[src/rtl/axi4_lite_interconnect_m2s1.sv]
// axi4_lite_interconnect_m2s1: two AXI4-Lite masters sharing one slave, with
// independent round-robin arbitration and FSMs on the write and read paths.
module axi4_lite_interconnect_m2s1 #(
    parameter int ADDR_WIDTH = 32,
    parameter int DATA_WIDTH = 32
) (
    input  logic                      iCLK,
    input  logic                      iRST,
    input  logic                      m0_AWVALID,
    input  logic [ADDR_WIDTH-1:0]     m0_AWADDR,
    output logic                      m0_AWREADY,
    input  logic                      m0_WVALID,
    input  logic [DATA_WIDTH-1:0]     m0_WDATA,
    input  logic [DATA_WIDTH/8-1:0]   m0_WSTRB,
    output logic                      m0_WREADY,
    input  logic                      m0_BREADY,
    output logic                      m0_BVALID,
    output logic [1:0]                m0_BRESP,
    input  logic                      m0_ARVALID,
    input  logic [ADDR_WIDTH-1:0]     m0_ARADDR,
    output logic                      m0_ARREADY,
    input  logic                      m0_RREADY,
    output logic                      m0_RVALID,
    output logic [1:0]                m0_RRESP,
    output logic [DATA_WIDTH-1:0]     m0_RDATA,
    input  logic                      m1_AWVALID,
    input  logic [ADDR_WIDTH-1:0]     m1_AWADDR,
    output logic                      m1_AWREADY,
    input  logic                      m1_WVALID,
    input  logic [DATA_WIDTH-1:0]     m1_WDATA,
    input  logic [DATA_WIDTH/8-1:0]   m1_WSTRB,
    output logic                      m1_WREADY,
    input  logic                      m1_BREADY,
    output logic                      m1_BVALID,
    output logic [1:0]                m1_BRESP,
    input  logic                      m1_ARVALID,
    input  logic [ADDR_WIDTH-1:0]     m1_ARADDR,
    output logic                      m1_ARREADY,
    input  logic                      m1_RREADY,
    output logic                      m1_RVALID,
    output logic [1:0]                m1_RRESP,
    output logic [DATA_WIDTH-1:0]     m1_RDATA,
    output logic                      s0_AWVALID,
    output logic [ADDR_WIDTH-1:0]     s0_AWADDR,
    input  logic                      s0_AWREADY,
    output logic                      s0_WVALID,
    output logic [DATA_WIDTH-1:0]     s0_WDATA,
    output logic [DATA_WIDTH/8-1:0]   s0_WSTRB,
    input  logic                      s0_WREADY,
    output logic                      s0_BREADY,
    input  logic                      s0_BVALID,
    input  logic [1:0]                s0_BRESP,
    output logic                      s0_ARVALID,
    output logic [ADDR_WIDTH-1:0]     s0_ARADDR,
    input  logic                      s0_ARREADY,
    output logic                      s0_RREADY,
    input  logic                      s0_RVALID,
    input  logic [1:0]                s0_RRESP,
    input  logic [DATA_WIDTH-1:0]     s0_RDATA
);
    typedef enum logic [1:0] {W_IDLE, W_XFER, W_RESP} wstate_e;
    typedef enum logic [1:0] {R_IDLE, R_ADDR, R_DATA} rstate_e;

    wstate_e wstate_q, wstate_d;
    rstate_e rstate_q, rstate_d;
    logic    wgrant_q, wgrant_d, wprio_q, wprio_d;
    logic    aw_done_q, aw_done_d, w_done_q, w_done_d;
    logic    rgrant_q, rgrant_d, rprio_q, rprio_d;
    logic    w_xfer, w_resp, r_addr, r_data;

    always_ff @(posedge iCLK) begin
        if (iRST) begin
            wstate_q  <= W_IDLE;
            wgrant_q  <= 1'b0;
            wprio_q   <= 1'b0;
            aw_done_q <= 1'b0;
            w_done_q  <= 1'b0;
            rstate_q  <= R_IDLE;
            rgrant_q  <= 1'b0;
            rprio_q   <= 1'b0;
        end else begin
            wstate_q  <= wstate_d;
            wgrant_q  <= wgrant_d;
            wprio_q   <= wprio_d;
            aw_done_q <= aw_done_d;
            w_done_q  <= w_done_d;
            rstate_q  <= rstate_d;
            rgrant_q  <= rgrant_d;
            rprio_q   <= rprio_d;
        end
    end

    // Handshake flags only move in W_XFER because s0 VALIDs are gated to it.
    always_comb begin
        wstate_d  = wstate_q;
        wgrant_d  = wgrant_q;
        wprio_d   = wprio_q;
        aw_done_d = aw_done_q | (s0_AWVALID & s0_AWREADY);
        w_done_d  = w_done_q | (s0_WVALID & s0_WREADY);
        case (wstate_q)
            W_IDLE: if (m0_AWVALID | m1_AWVALID) begin
                wstate_d = W_XFER;
                wgrant_d = (m0_AWVALID & m1_AWVALID) ? wprio_q : m1_AWVALID;
            end
            W_XFER: if (aw_done_d & w_done_d) wstate_d = W_RESP;
            W_RESP: if (s0_BVALID & s0_BREADY) begin
                wstate_d  = W_IDLE;
                wprio_d   = ~wgrant_q;
                aw_done_d = 1'b0;
                w_done_d  = 1'b0;
            end
            default: wstate_d = W_IDLE;
        endcase
    end

    always_comb begin
        w_xfer     = wstate_q == W_XFER;
        w_resp     = wstate_q == W_RESP;
        s0_AWVALID = w_xfer & ~aw_done_q & (wgrant_q ? m1_AWVALID : m0_AWVALID);
        s0_AWADDR  = w_xfer ? (wgrant_q ? m1_AWADDR : m0_AWADDR) : '0;
        s0_WVALID  = w_xfer & ~w_done_q & (wgrant_q ? m1_WVALID : m0_WVALID);
        s0_WDATA   = w_xfer ? (wgrant_q ? m1_WDATA : m0_WDATA) : '0;
        s0_WSTRB   = w_xfer ? (wgrant_q ? m1_WSTRB : m0_WSTRB) : '0;
        s0_BREADY  = w_resp & (wgrant_q ? m1_BREADY : m0_BREADY);
        m0_AWREADY = w_xfer & ~wgrant_q & ~aw_done_q & s0_AWREADY;
        m1_AWREADY = w_xfer & wgrant_q & ~aw_done_q & s0_AWREADY;
        m0_WREADY  = w_xfer & ~wgrant_q & ~w_done_q & s0_WREADY;
        m1_WREADY  = w_xfer & wgrant_q & ~w_done_q & s0_WREADY;
        m0_BVALID  = w_resp & ~wgrant_q & s0_BVALID;
        m1_BVALID  = w_resp & wgrant_q & s0_BVALID;
        m0_BRESP   = (w_resp & ~wgrant_q) ? s0_BRESP : 2'b00;
        m1_BRESP   = (w_resp & wgrant_q) ? s0_BRESP : 2'b00;
    end

    always_comb begin
        rstate_d = rstate_q;
        rgrant_d = rgrant_q;
        rprio_d  = rprio_q;
        case (rstate_q)
            R_IDLE: if (m0_ARVALID | m1_ARVALID) begin
                rstate_d = R_ADDR;
                rgrant_d = (m0_ARVALID & m1_ARVALID) ? rprio_q : m1_ARVALID;
            end
            R_ADDR: if (s0_ARVALID & s0_ARREADY) rstate_d = R_DATA;
            R_DATA: if (s0_RVALID & s0_RREADY) begin
                rstate_d = R_IDLE;
                rprio_d  = ~rgrant_q;
            end
            default: rstate_d = R_IDLE;
        endcase
    end

    always_comb begin
        r_addr     = rstate_q == R_ADDR;
        r_data     = rstate_q == R_DATA;
        s0_ARVALID = r_addr & (rgrant_q ? m1_ARVALID : m0_ARVALID);
        s0_ARADDR  = r_addr ? (rgrant_q ? m1_ARADDR : m0_ARADDR) : '0;
        s0_RREADY  = r_data & (rgrant_q ? m1_RREADY : m0_RREADY);
        m0_ARREADY = r_addr & ~rgrant_q & s0_ARREADY;
        m1_ARREADY = r_addr & rgrant_q & s0_ARREADY;
        m0_RVALID  = r_data & ~rgrant_q & s0_RVALID;
        m1_RVALID  = r_data & rgrant_q & s0_RVALID;
        m0_RRESP   = (r_data & ~rgrant_q) ? s0_RRESP : 2'b00;
        m1_RRESP   = (r_data & rgrant_q) ? s0_RRESP : 2'b00;
        m0_RDATA   = (r_data & ~rgrant_q) ? s0_RDATA : '0;
        m1_RDATA   = (r_data & rgrant_q) ? s0_RDATA : '0;
    end
endmodule

[config.mk]
export PLATFORM = sky130hd
export DESIGN_NAME = axi4_lite_interconnect_m2s1
export DESIGN_NICKNAME = d
export VERILOG_FILES = /design/src/rtl/axi4_lite_interconnect_m2s1.sv
export SDC_FILE = /design/constraint.sdc
export NUM_CORES = 1
export LEC_CHECK = 0
export BUFFER_PORTS_ARGS = -buffer_cell sky130_fd_sc_hd__buf_2
export CAP_MARGIN = 5
export CORE_AREA = 2 2 169 171
export CTS_BUF_LIST = sky130_fd_sc_hd__clkbuf_8
export CTS_CLUSTER_DIAMETER = 150
export CTS_CLUSTER_SIZE = 8
export DETAILED_ROUTE_END_ITERATION = 8
export DIE_AREA = 0 0 171 173
export PLACE_DENSITY = 0.41
export RECOVER_POWER = 50
export SYNTH_ARGS = -nofsm -noshare
export SYNTH_HDL_FRONTEND = slang
export SYNTH_SLANG_ARGS = --single-unit
[constraint.sdc]
create_clock -name iCLK -period 1.7 [get_ports iCLK]
set_input_delay 0 -clock iCLK [delete_from_list [all_inputs] [get_ports iCLK]]
set_output_delay 0 -clock iCLK [all_outputs]
set_load 0.02 [all_outputs]
# Word-level counts from Yosys, hierarchy flattened
# Index checks and enable logic that the tools add are counted.
dict set report classes {
  muxes 33
  eq_ne 10
  bitwise_logic 45
  reduce_logical 8
}
# cell n
set op_table {}
lappend op_table {{$mux W32} 8}
lappend op_table {{$and A1 B1 Y1} 37}
lappend op_table {{$mux W2} 10}
lappend op_table {{$pmux W2 S3} 2}
lappend op_table {{$mux W1} 11}
lappend op_table {{$mux W4} 2}
lappend op_table {{$ne A2 B1 Y1 const B} 4}
lappend op_table {{$reduce_and A2 Y1} 4}
lappend op_table {{$reduce_and A3 Y1} 2}
lappend op_table {{$eq A2 B1 Y1 const B} 2}
lappend op_table {{$eq A2 B2 Y1 const B} 2}
lappend op_table {{$logic_not A2 Y1} 2}
lappend op_table {{$ne A2 B2 Y1 const B} 2}
lappend op_table {{$not A1 Y1} 4}
lappend op_table {{$or A1 B1 Y1} 4}
dict set report totals {
  reg_bits 10
  out_inout_bits 187
}

# Longest topological paths before layout
dict set report depth {
  word_depth 8
  mapped_depth 5
  mapped_depth_nobuf 4
}

# Worst setup path before layout
# Ideal clock, no wire load.
dict set report synth_path {
  path_type {reg-to-reg}
  from {reg rstate_q[1]}
  to {reg rstate_q[1]}
  slack_ps 378
  synth_period_minus_slack_ps 1322
  path_stages_with_launch 6
  t_required_ps 1576
  setup_ps 124
  arrival_ps 1198
  cell_sequence {dfxtp_1 > and3b_1 > buf_2 > a22o_1 > a22oi_1 > nor2_1}
}
dict set report synth_between {
  elab_chain_cells 5
  word_cells_on_any_way 12
  cone_classes {5 x eq/ne; 1 x mux; 4 x bitwise; 2 x reduce/logical}
}
# item line
set synth_rtl {}
lappend synth_rtl {{from (decl)} 65} ;# rstate_e rstate_q, rstate_d;
lappend synth_rtl {{from (signal assigned)} 87} ;# rstate_q <= rstate_d;
lappend synth_rtl {{$eq A2 B1 Y1} 154} ;# r_addr = rstate_q == R_ADDR;
lappend synth_rtl {{$and A1 B1 Y1} 156} ;# s0_ARVALID = r_addr & (rgrant_q ? m1_ARVALID : m0_ARVALID);
lappend synth_rtl {{via s0_ARVALID} 53} ;# output logic s0_ARVALID,
lappend synth_rtl {{$and A1 B1 Y1} 144} ;# R_ADDR: if (s0_ARVALID & s0_ARREADY) rstate_d = R_DATA;
lappend synth_rtl {{$ne A2 B1 Y1 (no line)} -}
lappend synth_rtl {{$reduce_and A3 Y1 (no line)} -}
# The timed path passes the listed nets, and every way through them passes these cells.
# A chain may end at the register's enable or synchronous reset.

# Worst setup path after layout
dict set report layout_path {
  from {reg wstate_q[0]}
  to {out s0_AWADDR[31]}
}
dict set report layout_between {
  elab_chain_cells 2
}
# item line
set layout_rtl {}
lappend layout_rtl {{from (decl)} 64} ;# wstate_e wstate_q, wstate_d;
lappend layout_rtl {{from (signal assigned)} 82} ;# wstate_q <= wstate_d;
lappend layout_rtl {{$eq A2 B1 Y1} 117} ;# w_xfer = wstate_q == W_XFER;
lappend layout_rtl {{$mux W32} 120} ;# s0_AWADDR = w_xfer ? (wgrant_q ? m1_AWADDR : m0_AWADDR) : '0;
lappend layout_rtl {{to (decl)} 44} ;# output logic [ADDR_WIDTH-1:0] s0_AWADDR,
# No other way between the ends.

==> key figures <==
Timing
  • Min Clock Period, post-route: 1590 ps
  • Final TNS setup: 0 ps
  • Period utilization: 93.4%
  • Clock Skew: 0.359 ps
  • Setup-failing EPs final: 0
  • Maximum clock frequency: 0.630 GHz
  • Slew margin rel.: 78.1%
  • Final WS setup: 113 ps
  • Worst-Margin Slew: 329 ps
  • Unrepaired setup endpoints after global routing: false
  • Fin. max-slew vios: 0
  • Final Hold Viols: 0

Critical path
  • Max FO, Critical Path: 14
  • Crit. End Element: primary output
  • Reg2reg start: wstate_q[1]$_SDFFE_PP0P_
  • Critical path depth: 6
  • Critical setup path kind: reg -> out
  • Critical path arrival: 1590 ps
  • Worst R2R Path Depth: 4
  • Slowest Stage Delay on Critical Path: 320 ps
  • Most used cell, CP: nor2b_4
  • Terminus of the critical flop-to-flop path: wprio_q$_SDFFE_PP0P_
  • Worst reg-to-reg setup slack: 310 ps
  • Startpoint Class: register
  • Cell with the largest stage delay on the worst path: dfxtp_1
  • Crit-path cells: nor2b_4 -> nor2b_4 -> buf_4 -> buf_12 -> a22o_1 -> buf_2
  • Bufs and invs on worst path: 3
  • Kind of cell adding the most delay to the critical path: buffers and inverters
  • CP required: 1700 ps

GRT
  • Largest net degree at the start of global routing: 37
  • Grt ovf: 0
  • First-pass GRT wire length: 25,400 um
  • GRT Util Overall: 11.4%
  • Vias in the first global route: 4,001
  • Initial antenna violation count: 3

Worst hold path
  • Hold wc startpoint: iRST
  • Worst min-delay path category: in -> reg
  • Endpoint, Worst Hold: wgrant_q$_SDFFE_PP0P_
  • Worst Hold Depth: 2

Synthesis
  • Post-Syn Area: 2180 um^2
  • Average instance area after synthesis: 7.56 um^2
  • Fraction of registers with async set/reset: 0%
  • Mapped Cells: 289
  • Yosys reg bits: 10
  • Synth cell types: 32
  • Yosys warning count: 0
  • EDFF count, synth: 0
  • Synth Net Count: 542
  • Synth Flop Type: dfxtp_1
  • Post-synthesis sequential area ratio: 9.16%

Final layout
  • Core Util, Final: 18.0%
  • Fin nets: 973
  • Layout cells sized above 1: 59.7%
  • Most frequent cells in the layout: 360 x buf_2, 101 x a22o_1, 49 x clkbuf_1
  • Area Growth Syn to Fin: 127%
  • Most common cell after layout, fill and taps aside: buf_2
  • Post-route cell area: 4960 um^2
  • Fill cells: 3,252

Power
  • Lkg Pwr: 2.86 nW
  • Power consumption: 2.08 mW
  • P per Cell Area: 419 nW/um^2
  • Max VDD drop: 0.197 mV

Placed design
  • Port bufs: 439
  • Dpl ws: 202 ps
  • Gpl congestion: 0.779
  • Area of placed instances: 4850 um^2
  • Post-DP HPWL: 16,100 um

Routing
  • Drt pass-1 iters: 4
  • DR iter-0 viols: 180
  • Routed via count: 4,127
  • Wire per inst: 17.4 um
  • Total wire length: 19,100 um
  • Via density per instance: 3.76
  • Post-DRT Antenna Nets: 0
  • Final routed DRC violation total: 0

Clocking
  • CTS tree: built
  • Root Driver: clkbuf_8
  • Clock-pin slew on the worst setup and hold paths: 50 ps
  • Clock insertion delay at the later pin of the skew report: 230 ps
  • CTS max path bufs: 2
  • CTS H-Tree Depth: 1
  • Num CTS Buffers: 3
  • Clock Sinks: 10

Floorplanning
  • Row Count: 61
  • Number of I/O pins: 440
  • Core Region: 27,600 um^2
  • Die span in x: 171 um
  • Die Ht: 173 um
  • Full die area: 29,600 um^2
  • Initial Utilization: 7.91%

Flow run
  • Max-Cap Viols: 0

Run status
  • Status: completed
[per-stage QoR]
| step | hold WS (ps) | cells |
|---|---|---|
| after floorplan | 140 | 289 |
| after global placement | 307 | 1083 |
| after detailed placement | 310 | 1083 |
| after CTS | 63.6 | 1089 |
| after global routing | 81.5 | 1097 |
| final | 55.6 | 1098 |
[registers in the layout, summed over array words and instances, names as in the netlist]
| register | cells |
|---|---|
| rgrant_q | 1 |
| aw_done_q | 1 |
| wstate_q | 2 |
| wgrant_q | 1 |
| w_done_q | 1 |
| rprio_q | 1 |
| rstate_q | 2 |
| wprio_q | 1 |
[worst reg2reg max path: cells and delay by family, from the launching register on]
family / cells / cell delay, ps
AOI/OAI and AO/OA: 1 / 140
DFF: 1 / 360
and+or+nand+nor: 2 / 530
buffers and inverters: 1 / 290
[kinds of logic after synthesis]
group,after synthesis,share of synthesized area (%)
AO/OA/AOI/OAI,111,43.8
buffers and inverters,38,10.4
flip-flops,10,9.16
multiplexers,6,3.09
AND/OR/NAND/NOR,124,33.6
[per-layer routing]
layer / GRT usage [%] / share of wire, % / wire length [um]
met4: 0.318 / 0.089 / 17
met1: 14.2 / 42 / 8090
met3: 3.36 / 9.7 / 1860
met2: 20.5 / 48 / 9110
met5: 0 / 0.12 / 23
[synthesized netlist by cell type, types with 2 or more instances]
master | instances | area [um^2]
buf_2 | 16 | 80.1
a32oi_1 | 2 | 17.5
mux2i_1 | 3 | 30.0
clkbuf_1 | 12 | 45.0
nand2b_1 | 9 | 56.3
buf_6 | 8 | 90.1
nor2b_1 | 2 | 12.5
a21oi_1 | 3 | 15.0
mux2_2 | 2 | 22.5
nand2_1 | 8 | 30.0
dfxtp_1 | 10 | 200
a22o_1 | 101 | 885
nor2_1 | 18 | 67.6
and2_1 | 38 | 238
and3_1 | 38 | 238
and3b_1 | 3 | 26.3
[area by class of cell]
cell class / count / area, um^2 / share of cell area [%]
Multi-Input combinational cell: 241 / 1780 / 35.8
Sequential cell: 10 / 204 / 4.11
Antenna cell: 1 / 2.50 / 0.0504
Timing Repair Buffer: 463 / 2450 / 49.3
Clock buffer: 4 / 55.1 / 1.11
Inverter: 1 / 3.75 / 0.0756
Tap cell: 378 / 473 / 9.53
[worst max path at each step]
stage / start / to / slack [ps]
2_1_floorplan: rstate_q[1]$_SDFFE_PP0P_ / rstate_q[1]$_SDFFE_PP0P_ / 380
3_3_place_gp: wgrant_q$_SDFFE_PP0P_ / wstate_q[1]$_SDFFE_PP0P_ / 180
3_5_place_dp: wstate_q[0]$_SDFFE_PP0P_ / s0_AWADDR[31] / 200
4_1_cts: wstate_q[0]$_SDFFE_PP0P_ / m0_AWREADY / -8
5_1_grt: wstate_q[0]$_SDFFE_PP0P_ / m0_AWREADY / 20
6_report: wstate_q[0]$_SDFFE_PP0P_ / s0_AWADDR[31] / 110
[power by group]
group	internal [mW]	switching (mW)	leakage (nW)	total, mW
registers	0.248	0.0183	0.0828	0.267
clock network	0.203	0.0907	0.0288	0.294
logic	0.665	0.855	2.75	1.52
[what timing repair did]
action                                  in CTS  in global routing
resized for setup                            3                  4
hold endpoints to repair                     0                  0
cloned                                       1                  1
endpoints found under the setup margin      51                 56
setup buffers                                1                  7
hold buffers                                 0                  0
No activity file was read; power rests on OpenSTA's default activity.
